[src/rtl/sw_input_port.sv]
// sw_input_port: synchronised, debounced switch input peripheral with level, sticky-rise, change counter and optional masked irq.
// Build option: define SW_IRQ_EN to add the writable MASK register and the registered irq output.
module sw_input_port #(
    parameter int TICK_DIV   = 50000,
    parameter int DB_SAMPLES = 4
) (
    input  logic        clk,
    input  logic        rst,
    input  logic        cs,
    input  logic        rd,
    input  logic        wr,
    input  logic [1:0]  addr,
    input  logic [31:0] wdata,
    input  logic [15:0] sw,
    output logic [31:0] rdata,
    output logic        irq
);
    localparam int PW = (TICK_DIV > 2) ? $clog2(TICK_DIV) : 1;

    logic [PW-1:0]     r_presc;
    logic [15:0]       r_sync1, r_sync2, r_level, r_rise, r_chgcnt;
    logic [15:0][2:0]  r_cnt;
    logic [15:0][2:0]  w_cnt_nx;
    logic [15:0]       w_level_nx, w_mask;
    logic              w_tick, w_rd, w_wr, w_rclr, w_chg;
    logic              w_unused;

    assign w_tick = (r_presc == PW'(TICK_DIV - 1));
    assign w_rd   = cs && rd;
    assign w_wr   = cs && wr;
    assign w_rclr = w_rd && !wr && (addr == 2'd1);
    assign w_chg  = |(w_level_nx ^ r_level);
    assign w_unused = &{1'b0, wdata};

    // Per-bit debounce: a level is accepted only after DB_SAMPLES consecutive differing ticks.
    always_comb begin
        w_level_nx = r_level;
        w_cnt_nx   = r_cnt;
        for (int i = 0; i < 16; i++) begin
            if (w_tick) begin
                if (r_sync2[i] != r_level[i]) begin
                    if (r_cnt[i] == 3'(DB_SAMPLES - 1)) begin
                        w_level_nx[i] = r_sync2[i];
                        w_cnt_nx[i]   = 3'd0;
                    end else begin
                        w_cnt_nx[i] = r_cnt[i] + 3'd1;
                    end
                end else begin
                    w_cnt_nx[i] = 3'd0;
                end
            end
        end
    end

    // Prescaler, two-flop synchroniser and debounce state.
    always_ff @(posedge clk or negedge rst) begin
        if (!rst) begin
            r_presc <= '0;
            r_sync1 <= '0;
            r_sync2 <= '0;
            r_level <= '0;
            r_cnt   <= '0;
        end else begin
            r_presc <= w_tick ? '0 : r_presc + PW'(1);
            r_sync1 <= sw;
            r_sync2 <= r_sync1;
            r_level <= w_level_nx;
            r_cnt   <= w_cnt_nx;
        end
    end

    // Sticky rise flags: a new rise in the clearing cycle survives the clear.
    always_ff @(posedge clk or negedge rst) begin
        if (!rst)
            r_rise <= '0;
        else
            r_rise <= (w_rclr ? 16'h0000 : r_rise) | (w_level_nx & ~r_level);
    end

    // Change counter: written only on clear or change, so it otherwise holds its value.
    always_ff @(posedge clk or negedge rst) begin
        if (!rst)
            r_chgcnt <= '0;
        else if (w_wr && addr == 2'd2)
            r_chgcnt <= '0;
        else if (w_chg)
            r_chgcnt <= r_chgcnt + 16'd1;
    end

`ifdef SW_IRQ_EN
    logic [15:0] r_mask;
    logic        r_irq;

    // Interrupt mask register and registered interrupt request.
    always_ff @(posedge clk or negedge rst) begin
        if (!rst) begin
            r_mask <= '0;
            r_irq  <= 1'b0;
        end else begin
            r_mask <= (w_wr && addr == 2'd3) ? wdata[15:0] : r_mask;
            r_irq  <= |(r_rise & r_mask);
        end
    end

    assign w_mask = r_mask;
    assign irq    = r_irq;
`else
    assign w_mask = 16'h0000;
    assign irq    = 1'b0;
`endif

    // Read mux, zero outside a selected read.
    always_comb begin
        rdata = !w_rd         ? 32'h0 :
                addr == 2'd0  ? {16'h0, r_level} :
                addr == 2'd1  ? {16'h0, r_rise} :
                addr == 2'd2  ? {16'h0, r_chgcnt} :
                                {16'h0, w_mask};
    end
endmodule
[config.mk]
export PLATFORM = sky130hd
export DESIGN_NAME = sw_input_port
export DESIGN_NICKNAME = d
export VERILOG_FILES = /design/src/rtl/sw_input_port.sv
export SDC_FILE = /design/constraint.sdc
export NUM_CORES = 1
export LEC_CHECK = 0
export BUFFER_PORTS_ARGS = -buffer_cell sky130_fd_sc_hd__buf_2
export CORE_MARGIN = 4
export CORE_UTILIZATION = 40
export CTS_CLUSTER_SIZE = 25
export DETAILED_ROUTE_END_ITERATION = 6
export GPL_ROUTABILITY_DRIVEN = 1
export PLACE_DENSITY = 0.61
export SYNTH_ARGS = -nofsm -noshare
export SYNTH_HDL_FRONTEND = slang
export SYNTH_SLANG_ARGS = --single-unit
[constraint.sdc]
create_clock -name clk -period 3.5 [get_ports clk]
set_input_delay 0.35 -clock clk [delete_from_list [all_inputs] [get_ports clk]]
set_output_delay 0.35 -clock clk [all_outputs]
set_load 0.1 [all_outputs]
==> run metrics <==
status=finished clean; min Tclk post-route=~3.3 ns; biggest area consumer among synthesized cells=dfrtp_1; asr flop ratio synth=1.00; Setup Fix Bufs, Post-CTS=0; Non-Filler Instances=between 900 and 1,000; Finish-stage setup viols=0; number of hold violations in the final report=0; IO Count=just under 90; grt ovf=0; crit path kind=flop to flop; Layout Skew=roughly 0.0091 ns; pre-CTS setup slack=0.210 ns; die area=just under 20,000 µm²; Syn Area/Cell=10.4 µm²; TritonCTS buffer count=17; worst-skew pair later-pin latency=0.42 ns; # fillers=1,578; WHS=around 0.036 ns; CP max FO=29; Post-synth top cells=dfrtp_1, nor2_1, nand2_1; average routed wire per standard cell=14.5 µm; GRT Overall Usage=0.146; worst r2r src=r_presc[0]$_DFF_PN0_; GP Congestion=slightly below 0.8; Setup crit end kind=flop; Die Ht=roughly 140 µm; library cells used by synthesis=41; YS warnings=0; Clock Sinks=144; R2R Setup Slk=about 0.24 ns; Hold Crit Class=input port to flop; DR DRC count=0; ant diodes=0; core box area=~17,000 µm²; unrepaired setup endpoints after global routing=false; Slew Viols, Final=0; via count=roughly 4,700; Leak=3.76 nW; Rows=47; fin worst setup slack=between 0.2 and 0.25 ns; Post-Syn Instances=669; final setup TNS=0 ns; EDFF count, synth=0; Reg clk slew, reported paths=roughly 0.06 ns; NumNets Final=793; slew margin rel.=0.354; Die X=140 µm; Hold Buf Count CTS=0; largest net degree at the start of global routing=between 100 and 150; post-DP HPWL=a little over 9 mm; Top FF cell, synth=dfrtp_1; Syn Std Cell Area=6960 µm²; P per Cell Area=approximately 450 nW/µm²; Worst Max-Slew Pin Slew=between 0.9 and 1 ns; drt total wl=13.5 mm; register area share after synthesis=0.518; Synth-to-Final Area Change=12.4%; Startpoint Class=flop; global-route wire length before repair=23.1 mm; hold depth=1; Post-CTS Resized=0; Max H-tree Level=4; deepest clock path buffer count=2; register bit total from synthesis=around 140; layout cells sized above 1=0.125; initial core utilization=0.414; Final ANT Viol Nets=0; root buf cell=clkbuf_16; Critical Path AT=~3.6 ns; CTS tree=done; total power=3.50 mW; hold_sp=sw[4]; IO buf count=38; Critical R2R Capture=r_chgcnt[11]$_DFFE_PN0P_; most common cell in the netlist=dfrtp_1; Max Cap Violations=0; area share of the largest cell type after synthesis=0.518; Area contributors post-synth=dfrtp_1, ha_1, nor2_1; Vias/cell=around 5; initial antenna violation count=0; Cells after DPL=between 900 and 1,000; vias in the first global route=approximately 4,700; fmax=307 MHz; R2R cell count=12; peak supply drop=0.000344 V; first-pass detailed-route iteration total=4; drt first-iter violations=around 260; Hold Path Sink=r_sync1[4]$_DFF_PN0_; Tcrit/Tclk final=0.931; CP required=~3.8 ns
[state kept, by name, indices dropped and copies added (netlist names)]
| register | flops |
|---|---|
| r_presc | 16 |
| r_level | 16 |
| r_sync1 | 16 |
| r_sync2 | 16 |
| r_chgcnt | 16 |
| r_cnt | 48 |
| r_rise | 16 |
[layer usage]
layer,global-route usage,up-vias,routed length [µm]
met5,0,-,0
li1,-,2293,-
met2,0.232,79,6410
met1,0.195,2270,6340
met3,0.0378,19,516
met4,0.0535,0,219
[cell families (layout without fill, tap and decap cells)]
group,after synthesis,count (layout),synth area share
AND/OR/NAND/NOR,242,242,0.186
flip-flops,144,144,0.518
AO/OA/AOI/OAI,107,107,0.0888
buffers and inverters,78,105,0.0575
adder cells (fa/ha/maj),34,34,0.0611
multiplexers,34,34,0.0518
XOR/XNOR,29,29,0.0365
other,1,17,0.000539
[area by class of cell]
type | count | area [µm²] | share of cell area
inverter | 33 | 124 | 0.0158
clock buffer | 26 | 499 | 0.0638
clock inverter | 1 | 5.00 | 0.000640
sequential | 144 | 3600 | 0.461
tap | 220 | 275 | 0.0352
timing repair buffer | 45 | 274 | 0.0350
multi-input combinational | 463 | 3040 | 0.389
[stage by stage]
step | util | cell area [µm²]
2_1_floorplan | - | 7020
3_3_place_gp | 0.435 | 7310
3_5_place_dp | 0.435 | 7310
4_1_cts | 0.465 | 7810
5_1_grt | 0.465 | 7820
6_report | 0.465 | 7820
[worst max-delay path, cell delays in order, from the launching register on]
cell and delay, ns:
dfrtp_1 0.39, ha_1 0.22, and4_1 0.25, nand4_4 0.12, buf_4 0.25, nor3b_2 0.20
mux2_1 0.37, ha_1 0.30, nand4_1 0.16, nor4_2 0.09, buf_12 0.16, or4_1 0.50
a21oi_1 0.17
[power by group]
group | internal, mW | switching [mW] | leakage (nW)
sequential | 1.69 | 0.0237 | 1.92
combinational | 0.0372 | 0.162 | 1.59
clock | 0.959 | 0.626 | 0.248
total | 2.69 | 0.812 | 3.76
[how the worst max path moves through the flow]
stage                                    end                  from  cells after the start  slack (ns)
finish              r_chgcnt[11]$_DFFE_PN0P_  r_presc[0]$_DFF_PN0_                     12        0.24
global route        r_chgcnt[11]$_DFFE_PN0P_  r_presc[0]$_DFF_PN0_                     12       0.009
CTS                 r_chgcnt[11]$_DFFE_PN0P_  r_presc[4]$_DFF_PN0_                     11        0.20
detailed placement  r_chgcnt[11]$_DFFE_PN0P_  r_presc[4]$_DFF_PN0_                     11        0.21
global placement     r_chgcnt[1]$_DFFE_PN0P_  r_presc[4]$_DFF_PN0_                     11        0.27
floorplan            r_chgcnt[1]$_DFFE_PN0P_  r_presc[4]$_DFF_PN0_                     12        0.49
[cells in the final DEF (no fill, tap or decap), types with 2 or more instances in the layout]
master     instances
nand2b_1          17
ha_1              34
clkbuf_1           5
xor2_1             4
buf_2             37
nand4_1           10
nand3_1           12
a21oi_1           42
o21ai_1            2
or3_1              6
inv_1             33
buf_12             2
nor3b_2           15
nor2_1            84
buf_4              5
o31ai_1            6
and2_1             8
mux2i_1           18
and4_1             4
mux2_1            15
nand2_1           60
conb_1            17
a21o_1            17
and3_1             6
xnor2_1           25
or4_1              8
clkbuf_16         17
dfrtp_1          144
o21ai_0           38
clkbuf_8           4
No activity file was read; power rests on OpenSTA's default activity.
